===== config.mk =====
export PLATFORM = sky130hd
export DESIGN_NAME = deskew_c
export DESIGN_NICKNAME = d
export VERILOG_FILES = /design/src/rtl/deskew_c.sv
export SDC_FILE = /design/constraint.sdc
export NUM_CORES = 1
export LEC_CHECK = 0
export ABC_AREA = 1
export BUFFER_PORTS_ARGS = -buffer_cell sky130_fd_sc_hd__buf_4
export CORE_ASPECT_RATIO = 1.25
export CORE_MARGIN = 8
export CORE_UTILIZATION = 30
export DETAILED_ROUTE_END_ITERATION = 8
export PLACE_DENSITY = 0.57
export SLEW_MARGIN = 20
export SYNTH_ARGS = -nofsm -noshare
export SYNTH_HDL_FRONTEND = slang
export SYNTH_SLANG_ARGS = --single-unit

===== constraint.sdc =====
create_clock -name clk -period 50.2 [get_ports clk]
set_input_delay 5.02 -clock clk [delete_from_list [all_inputs] [get_ports clk]]
set_output_delay 5.02 -clock clk [all_outputs]
set_load 0.005 [all_outputs]

===== src/rtl/deskew_c.sv =====
// Output de-skew buffer: delays each array column so a whole result row appears on Cout at once,
// tagging each row with its index within the tile and flagging the tile's final row.
module deskew_c #(
  parameter int BITS_C = 16,
  parameter int DIM    = 8
) (
  input  logic                             clk,
  input  logic                             rst,
  input  logic                             clr,
  input  logic                             en,
  input  logic                             valid_in,
  input  logic signed [DIM-1:0][BITS_C-1:0] Cin,
  output logic signed [DIM-1:0][BITS_C-1:0] Cout,
  output logic                             valid_out,
  output logic [$clog2(DIM)-1:0]           row_idx,
  output logic                             done
);

  localparam int cw = $clog2(DIM);
  localparam logic [cw-1:0] last_row = cw'(DIM - 1);

  // Column j sees its element j cycles after column 0, so it needs j fewer stages.
  for (genvar j = 0; j < DIM; j++) begin : g_col
    localparam int stages = DIM - j;
    logic [BITS_C-1:0] sr_q [stages];

    always_ff @(posedge clk or posedge rst) begin
      if (rst) begin
        for (int k = 0; k < stages; k++) sr_q[k] <= '0;
      end else if (en) begin
        sr_q[0] <= Cin[j];
        for (int k = 1; k < stages; k++) sr_q[k] <= sr_q[k-1];
      end
    end

    assign Cout[j] = sr_q[stages-1];
  end

  logic [DIM-1:0] vld_q;
  logic [cw-1:0]  cnt_q, cnt_d;

  always_ff @(posedge clk or posedge rst) begin
    if (rst) begin
      vld_q <= '0;
    end else if (clr) begin
      vld_q <= '0;
    end else if (en) begin
      vld_q <= {vld_q[DIM-2:0], valid_in};
    end
  end

  // Wrap by compare so non-power-of-two DIM still counts 0..DIM-1.
  always_comb begin
    cnt_d = cnt_q;
    if (vld_q[DIM-1]) begin
      cnt_d = (cnt_q == last_row) ? '0 : cnt_q + 1'b1;
    end
  end

  always_ff @(posedge clk or posedge rst) begin
    if (rst) begin
      cnt_q <= '0;
    end else if (clr) begin
      cnt_q <= '0;
    end else if (en) begin
      cnt_q <= cnt_d;
    end
  end

  assign valid_out = vld_q[DIM-1];
  assign row_idx   = cnt_q;
  assign done      = valid_out && (cnt_q == last_row);

endmodule


# Word-level counts from Yosys, hierarchy flattened
# Cells that the tools add are included.
# word_totals
out_inout_bits	133
memories	0
ram_bits	0
latchBits	0
wordCells	50
in_bits	133
rom_bits	0
regBits	587
# classes
reduce_logical	4
eq_ne	1
n_mul	0
n_div	0
shift	0
magnitude_cmp	0
bitwise	0
mux	6
add_sub_neg	1
# op_table
op	count
$mux 8	2
$mux 3	4
$reduce_bool 2->1	2
$add 3x1->3 const B	1
$eq 3x3->1 const B	1
$reduce_and 2->1	1
$logic_and 1x1->1	1

# Logic depth before layout (Yosys ltp)
# Gate-level depths: netlist (run 1).
# depth
ltp_word	5
ltp_mapped	8
ltp_nobuf	5

# Least setup slack after synthesis (run 1)
# No wires, ideal clock.
# synth_path
path_kind	input to register
start	input port en
end	register g_col[1].sr_q[91] (netlist bit)
setup_slack_ps	44308
cell_stages	7
required_ps	50065
arrival_time_ps	5757
setup_ps	135
path_buffers	5
cell_sequence	buf_6 buf_6 buf_6 buf_6 buf_6 nand2_1 o21ai_0
# synth_rtl
element	line_no	rtl
from (decl)	10	input logic en,
to (decl)	25	logic [BITS_C-1:0] sr_q [stages];

# Worst setup path in the final report (run 1)
# layout_path
start	input port en
end	register g_col[7].sr_q[3] (netlist bit)
# layout_rtl
element	line_no
to (decl)	25
# No word-level cell between the ends.

==> reports/metrics.yaml, run 1 <==
floorplanning:
  die-area_um2: 85470
  core_region_area_um2: 75780
  rows: 113
  fp.dieH_um: 324.9
  die_w_um: 263.1
  io_pins: 266
  start_util_pct: 30.21
detailed_routing:
  first_pass_iters: 4
  vias_per_cell: 4.105
  drt-initial-drc-count: 951
  ant_nets: 0
  drc: 0
  wl_um: 45170
  wl_per_cell_um: 12.98
  routed-via-count: 14280
global_routing:
  grt_max_degree: 220
  grt_pass1_vias: 14260
  antenna_found_initial: 9
  grt_overflow: 0
  grt_usage_pct: 10.65
  grt_pass1_wl_um: 76110
timing:
  finalCritPeriodShare_pct: 16.39
  max_freq_mhz: 121.6
  drv_slew: 0
  setup-violations-final: 0
  fin_tns_setup_ns: 0
  skew_ns: 0.02880
  maxSlewHeadroom_pct: 32.61
  rsz0062_at_grt: "false"
  hold_viol_final: 0
  final.min_clock_period_ns: 8.227
  tightest_slew_ns: 1.011
worst_hold_path:
  hold_depth: 2
  hp-class: "register to register"
  min_from: "vld_q[3]"
  min_to: "vld_q[3]"
place:
  dp_hpwl_um: 28280
  port_buffers: 265
  gp_congestion: 0.7074
logic_synthesis:
  synth_fp_nets: 2485
  netlist_area_um2: 22900
  yosys_warnings: 0
  synth_area_per_cell_um2: 9.743
  ys_ff_latch: 587
  synth_cell_types: 17
  syn_inst: 2350
  seq_area_frac_synth_pct: 64.15
worst_setup_path:
  cpMostUsedCell: "buf_4"
  cp.required_ns: 50.67
  slowest_stage: "buf_4"
  crit_type: "input port to register"
  rrSetupSlack_ns: 49.06
  cpPeakStageDelay_ns: 0.88
  cp-startpoint: "en"
  worstSetupStartpointType: "input port"
  reg2reg_depth: 4
  r2r_start: "row_idx[0]"
  cp_max_fo: 167
  end_kind: "register"
  path_cells: "buf_8, buf_4, buf_4, buf_4, o21ai_0"
  crit_arrival_ns: 8.69
  r2r_end: "row_idx[2]"
clocking:
  cts.path.max_buffers: 3
  postCtsHoldBufs: 0
  post_cts_resize_count: 0
  clockRootBuffer: "clkbuf_16"
  cts_buffers: 60
  clkTransAtPathRegs_ns: 0.06
  cts_sinks: 587
  cts_tree: "yes"
  cts_htree_levels: 2
  post-cts-setup-buffers: 0
  clk_latency_ns: 0.64
final_layout:
  nets: 2583
  drive_above_1_share_pct: 15.25
  syn2layout_area_growth_pct: 16.25
  fin_util_pct: 35.12
  final_common_cell: "dfrtp_1"
  final_cell_mix: "dfrtp_1, nand2_1, inv_1"
  fill_cells: 7769
job:
  cap_violations: 0
power:
  power.density_nw_per_um2: 42.47
  p_leak_nw: 12.91
  ir_worst_vdd_mv: 0.02577
status:
  outcome: "completed"
[critical path: cells and delay by family]
| kind | cells | cell delay (ns) |
|---|---|---|
| AO/OA/AOI/OAI | 1 | 0.23 |
| buffers and inverters | 4 | 3.13 |
[cell families (layout without fill, tap and decap cells)]
family	count (synthesis)	count (layout)	share of synthesized area, %
simple gates	613	613	10.15
compound gates	576	576	12.59
buf+inv	572	721	13.00
other cells	0	3	0
flops	587	587	64.15
fa+ha+maj	2	2	0.1093
[per-layer routing]
layer | up-vias | part of all wire (%) | track usage (%)
li1 | 7413 | - | -
met1 | 6522 | 48 | 14.52
met2 | 250 | 43 | 15.77
met3 | 84 | 7.0 | 3.825
met4 | 12 | 2.3 | 3.177
met5 | - | 0.18 | 0
[cell usage after synthesis, drive strengths merged]
cell / n / area (um^2)
buf: 210 / 1618
nor2: 252 / 948.4
clkbuf: 32 / 120.1
o21ai: 326 / 1632
nand2: 347 / 1305
a21oi: 250 / 1251
inv: 330 / 1239
dfrtp: 587 / 14690
ha: 2 / 25.02
nand3: 14 / 70.07
[final cells by class]
| type | instances | area, um^2 | area share, % |
|---|---|---|---|
| diodes | 3 | 7.507 | 0.02820 |
| repair buffers | 278 | 2156 | 8.099 |
| flip-flops and latches | 587 | 14690 | 55.19 |
| multi-input cells | 1191 | 5231 | 19.65 |
| well taps | 977 | 1222 | 4.593 |
| clock buffers | 87 | 1744 | 6.553 |
| inverters | 330 | 1246 | 4.682 |
| clock inverters | 26 | 320.3 | 1.203 |
[registers in the layout, summed over array words and instances, names as in the netlist]
name and cells:
g_col.sr_q 464, Cout 112, vld_q 8, row_idx 3
[through the flow]
| step | hold slack (ns) | instance area [um^2] | total power, W | instances | worst slack, ns |
|---|---|---|---|---|---|
| final | 0.4724 | 26620 | 0.001131 | 3479 | 41.97 |
| after global routing | 0.4941 | 26610 | 0.001197 | 3476 | 41.54 |
| after CTS | 0.4751 | 26580 | 0.001156 | 3475 | 42.07 |
| after detailed placement | 0.4589 | 24510 | 0.0006830 | 3362 | 41.34 |
| after global placement | 0.4545 | 24510 | 0.0006791 | 3362 | 41.42 |
| after floorplan | 0.4425 | 22900 | 0.0006479 | 2350 | 28.75 |
[power by group]
group	internal (W)	switching (W)
clock network	0.000268	0.000192
registers	0.000530	0.0000231
logic	0.0000493	0.0000679
[how the worst max path moves through the flow]
| stage | slack (ns) | depth (start not counted) | to |
|---|---|---|---|
| 6_report | 41.97 | 5 | g_col[7].sr_q[3] |
| 5_1_grt | 41.54 | 5 | g_col[7].sr_q[3] |
| 4_1_cts | 42.07 | 5 | g_col[7].sr_q[3] |
| 3_5_place_dp | 41.34 | 5 | g_col[7].sr_q[4] |
| 3_3_place_gp | 41.42 | 5 | g_col[7].sr_q[12] |
| 2_1_floorplan | 28.75 | 1 | Cout[0] |
(Power assumes the default switching activity.)
==> inputs of run 2 (changes only) <==
--- a/config.mk
+++ b/config.mk
@@ -11,7 +11,7 @@
 export CORE_MARGIN = 8
 export CORE_UTILIZATION = 30
 export DETAILED_ROUTE_END_ITERATION = 8
-export PLACE_DENSITY = 0.57
+export PLACE_DENSITY = 0.58
 export SLEW_MARGIN = 20
 export SYNTH_ARGS = -nofsm -noshare
 export SYNTH_HDL_FRONTEND = slang
==> constraint.sdc (replaced) <==
create_clock -name clk -period 6.8 [get_ports clk]
set_input_delay 0.68 -clock clk [delete_from_list [all_inputs] [get_ports clk]]
set_output_delay 0.68 -clock clk [all_outputs]
set_load 0.005 [all_outputs]
==> reports/metrics.yaml, run 2 (same netlist as run 1, synthesis figures left out) <==
power:
  p_leak_nw: 13.01  # +0.75%
  clkPwrFrac_pct: 42.8  # +2.1 points
  internal_power_w: 0.006527  # +670%
  fin_total_pwr_w: 0.008638  # +660%
  combPwrFrac_pct: 10.0  # -0.4 points
  swShare_pct: 24.43  # -0.62 points
  ir_worst_vdd_mv: 0.1626  # +530%
  pwr-share-seq_pct: 47.3  # -1.6 points
  switchingPower_w: 0.002111  # +650%
  power.density_nw_per_um2: 321.6  # +660%
worst_hold_path:
  hp-class: "input port to async pin"
detailed_routing:
  wl_per_cell_um: 12.82  # -1.2%
  drc: 0  # unchanged
  vias_per_cell: 4.097  # -0.20%
  ant_nets: 0  # unchanged
  routed-via-count: 14280  # -0.028%
  wl_um: 44690  # -1.1%
  first_pass_iters: 5  # +1
  drt-initial-drc-count: 1052  # +11%
final_layout:
  final_common_cell: "dfrtp_1"
  largest_register: "g_col.sr_q"
  largest_reg_flops: 464  # unchanged
  syn2layout_area_growth_pct: 17.30
  drive_above_1_share_pct: 15.38  # +0.13 points
  fill_cells: 7751  # -0.23%
  final_cell_mix: "dfrtp_1, nand2_1, inv_1"
  fin_area_um2: 26860  # +0.91%
  fin_util_pct: 35.44  # +0.32 points
  nets: 2587  # +0.15%
timing:
  finalCritPeriodShare_pct: 33.96
  drv_slew: 0  # unchanged
  worst_slack_ns: 4.491  # -37.48 ns
  hold_viol_final: 0  # unchanged
  maxSlewHeadroom_pct: 24.46  # -8.1 points
  rsz0062_at_grt: "false"
  fin_tns_setup_ns: 0  # unchanged
  setup-violations-final: 0  # unchanged
  tightest_slew_ns: 1.133  # +0.1222 ns
  final.min_clock_period_ns: 2.310
  skew_ns: 0.02175  # -0.007046 ns
  max_freq_mhz: 433.0
place:
  gp_congestion: 0.6887  # -2.6%
  dp_hpwl_um: 27710  # -2.0%
  dp_slack_ns: 4.190  # -37.15 ns
  port_buffers: 265  # unchanged
  placed_area_um2: 24550  # +0.16%
clocking:
  cts_tree: "yes"
  clkTransAtPathRegs_ns: 0.06  # about the same
  postCtsHoldBufs: 0  # unchanged
  post_cts_resize_count: 0  # unchanged
  cts.path.max_buffers: 3  # unchanged
  clockRootBuffer: "clkbuf_16"
  cts_buffers: 66  # +10%
  clk_latency_ns: 0.60  # -0.04 ns
  cts_sinks: 587  # unchanged
  post-cts-setup-buffers: 0  # unchanged
  cts_htree_levels: 3  # +1
worst_setup_path:
  r2r_start: "row_idx[0]"
  cp.required_ns: 6.12  # -44.55 ns
  crit_type: "register to primary output"
  worstSetupStartpointType: "register"
  crit_arrival_ns: 1.63  # -7.06 ns
  cp_max_fo: 4  # -98%
  r2r_end: "row_idx[2]"
  rrSetupSlack_ns: 5.65  # -43.41 ns
  end_kind: "primary output"
  reg2reg_depth: 4  # unchanged
global_routing:
  use_met2_pct: 15.53  # -0.24 points
  grt_util_met3_pct: 3.833  # +0.0076 points
  antenna_found_initial: 7  # -2
  use_met1_pct: 13.75  # -0.77 points
  gr-max-usage-layer: "met2"
  grt_pass1_vias: 14110  # -1.0%
  grt_pass1_wl_um: 74600  # -2.0%
  grt_overflow: 0  # unchanged
  grt_usage_pct: 10.44  # -0.21 points
  grt_max_degree: 280  # +27%
floorplanning:
  start_util_pct: 30.21  # unchanged
  die-area_um2: 85470  # unchanged
  fp.dieH_um: 324.9  # unchanged
  core_region_area_um2: 75780  # unchanged
  die_w_um: 263.1  # unchanged
  io_pins: 266  # unchanged
  rows: 113  # unchanged
job:
  cap_violations: 0  # unchanged
status:
  outcome: "completed"
-- run 2: changes by cell type in the layout (fill, tap and decap cells not counted), moves of 2 or more --
cell        previous run  this run
buf_12                 3         7
buf_4                272       268
clkbuf_16             61        69
clkinv_2              10         4
clkinvlp_4             4         6
-- run 2: cell type report --
class                   count  area (um^2)  share of cell area (%)
diodes                      4        10.01                 0.03727
repair buffers            276         2167                   8.069
inverters                 330         1242                   4.626
clock inverters            23        334.1                   1.244
clock buffers              97         1962                   7.305
flip-flops and latches    587        14690                   54.69
well taps                 977         1222                   4.551
multi-input cells        1191         5231                   19.48
-- run 2: per-layer routing --
metal	up-vias	part of all wire, %
met2	242	43
met1	6521	47
met4	6	2.7
met3	93	7.0
met5	-	0.092
li1	7415	-
-- run 2: worst max path at each step --
stage | end | depth (start not counted) | from
finish | done | 5 | row_idx[0]
global route | done | 5 | row_idx[0]
CTS | done | 5 | row_idx[0]
detailed placement | g_col[1].sr_q[89] | 4 | rst
global placement | g_col[1].sr_q[87] | 4 | rst
floorplan | Cout[0] | 1 | rst
-- run 2: worst max-delay path, stage by stage, from the launching register on --
cell	delay (ns)
dfrtp_1	0.42
ha_1	0.22
ha_1	0.19
nand2_1	0.06
inv_1	0.03
buf_4	0.12
-- run 2: power groups by stage --
stage	clock (W)	sequential, W	combinational, W
finish	0.00369	0.00408	0.000860
global route	0.00397	0.00414	0.00101
CTS	0.00385	0.00409	0.000894
detailed placement	0	0.00415	0.000888
global placement	0	0.00414	0.000869
floorplan	0	0.00411	0.000670
-- run 2: metrics by stage --
stage,hold WS (ns),instances
5_1_grt,0.2548,3481
2_1_floorplan,0.4425,2350
4_1_cts,0.2340,3481
3_3_place_gp,0.4556,3361
6_report,0.2659,3485
3_5_place_dp,0.4589,3361
==> inputs of run 3 (changes only) <==
==> constraint.sdc (replaced) <==
create_clock -name clk -period 1.9 [get_ports clk]
set_input_delay 0.19 -clock clk [delete_from_list [all_inputs] [get_ports clk]]
set_output_delay 0.19 -clock clk [all_outputs]
set_load 0.005 [all_outputs]
==> reports/metrics.yaml, run 3 (same netlist as run 1, synthesis figures left out) <==
floorplanning:
  io_pins: 266  # unchanged
  start_util_pct: 30.21  # unchanged
  fp.dieH_um: 324.9  # unchanged
  die-area_um2: 85470  # unchanged
  rows: 113  # unchanged
  core_region_area_um2: 75780  # unchanged
  die_w_um: 263.1  # unchanged
global_routing:
  grt_overflow: 0  # unchanged
  gr-max-usage-layer: "met2"
  grt_pass1_wl_um: 79600  # +6.7%
  grt_usage_pct: 11.06  # +0.62 points
  grt_pass1_vias: 15080  # +6.9%
  use_met1_pct: 14.82  # +1.1 points
  antenna_found_initial: 15  # +8
  grt_util_met3_pct: 3.440  # -0.39 points
  use_met2_pct: 17.15  # +1.6 points
  grt_max_degree: 110  # -61%
detailed_routing:
  wl_um: 47100  # +5.4%
  vias_per_cell: 4.074  # -0.56%
  ant_nets: 0  # unchanged
  drt-initial-drc-count: 880  # -16%
  first_pass_iters: 5  # unchanged
  drc: 0  # unchanged
  wl_per_cell_um: 12.82  # about the same
  routed-via-count: 14970  # +4.8%
place:
  port_buffers: 265  # unchanged
  dp_hpwl_um: 30660  # +11%
  gp_congestion: 0.7086  # +2.9%
  dp_slack_ns: 0.5988  # -3.591 ns
clocking:
  cts_sinks: 587  # unchanged
  cts_tree: "yes"
  cts_htree_levels: 2  # -1
  clkTransAtPathRegs_ns: 0.06  # about the same
  clockRootBuffer: "clkbuf_16"
  clk_latency_ns: 0.62  # +0.02 ns
  cts.path.max_buffers: 3  # unchanged
  cts_buffers: 61  # -7.6%
worst_setup_path:
  end_kind: "primary output"
  cp_max_fo: 3  # -1
  worstSetupStartpointType: "register"
  crit_type: "register to primary output"
  crit_arrival_ns: 1.60  # -0.03 ns
  cp.required_ns: 1.71  # -4.41 ns
timing:
  drv_slew: 0  # unchanged
  tightest_slew_ns: 0.6082  # -0.5249 ns
  fin_tns_setup_ns: 0  # unchanged
  worst_slack_ns: 0.1071  # -4.383 ns
  final.min_clock_period_ns: 1.793
  max_freq_mhz: 557.7
  maxSlewHeadroom_pct: 59.45  # +35 points
  skew_ns: 0.01901  # -0.002745 ns
  finalCritPeriodShare_pct: 94.36
  setup-violations-final: 0  # unchanged
  rsz0062_at_grt: "false"
  hold_viol_final: 0  # unchanged
worst_hold_path:
  hp-class: "input port to async pin"
final_layout:
  final_common_cell: "dfrtp_1"
  nets: 2771  # +7.1%
  largest_register: "g_col.sr_q"
  drive_above_1_share_pct: 16.24  # +0.86 points
  final-seq-area_um2: 14690  # unchanged
  multi_input_comb_area_um2: 5234  # about the same
  final_cell_mix: "dfrtp_1, nand2_1, inv_1"
  fill_cells: 7437  # -4.1%
  largest_reg_flops: 464  # unchanged
  syn2layout_area_growth_pct: 25.97
power:
  ir_worst_vdd_mv: 0.6269  # +290%
  power.density_nw_per_um2: 1089  # +240%
  p_leak_nw: 13.90  # +6.9%
status:
  outcome: "completed"
job:
  cap_violations: 0  # unchanged
-- run 3: changes by cell type in the layout (fill, tap and decap cells not counted), sizes merged --
cell         delta
buf            +55
inv             -4
diode           +8
clkbuf         -13
dlygate4sd3   +134
bufinv          +8
clkinv          +1
-- run 3: final cells by class --
| class | instances | share of cell area, % |
|---|---|---|
| diodes | 12 | 0.1041 |
| clock inverters | 28 | 1.805 |
| repair buffers | 465 | 14.46 |
| multi-input cells | 1191 | 18.15 |
| clock buffers | 84 | 6.012 |
| flip-flops and latches | 587 | 50.93 |
| well taps | 977 | 4.238 |
| inverters | 330 | 4.307 |
-- run 3: what timing repair did --
item / in CTS / in global routing
gates cloned: 0 / 0
endpoints found under the setup margin: 1 / 1
gates resized for setup: 0 / 1
endpoints found under the hold margin: 609 / 0
setup buffers: 1 / 0
hold buffers: 134 / 0
-- run 3: metrics by stage --
step           std cells  hold WS [ns]  utilization, %  total power, W  cell area [um^2]
6_report            3674        0.3045           38.06         0.03142             28840
5_1_grt             3670        0.2867           38.05         0.03319             28830
4_1_cts             3662        0.2449           38.02         0.03210             28810
3_5_place_dp        3415        0.3623           33.26         0.01819             25210
3_3_place_gp        3415        0.3555           33.26         0.01809             25210
2_1_floorplan       2350        0.3110               -         0.01712             22900
-- run 3: power breakdown --
part           switching (W)  internal (W)
registers           0.000620        0.0140
clock network        0.00506       0.00826
logic                0.00187       0.00161
-- run 3: critical path, cell delays in order, from the launching register on --
cell and delay, ns:
dfrtp_1 0.41, ha_2 0.19, ha_1 0.19, nand2_1 0.06
inv_1 0.03, buf_4 0.12
-- run 3: worst paths after layout --
path	end	cells past startpoint	slack [ns]	startpoint
worst min-delay path	g_col[2].sr_q[87]	4	0.30	rst
min in group clk	g_col[6].sr_q[22]	4	0.32	Cin[102]
worst max register to register	vld_q[0]	3	0.73	vld_q[0]
worst max-delay path	done	5	0.11	row_idx[1]
max in group asynchronous	Cout[86]	5	0.97	rst
worst min register to register	g_col[0].sr_q[56]	2	0.47	g_col[0].sr_q[72]
-- run 3: metal layers --
layer	share of wire [%]	wire [um]
met1	47	22240
met3	6.1	2876
met4	2.2	1055
met5	0.057	27
met2	44	20900
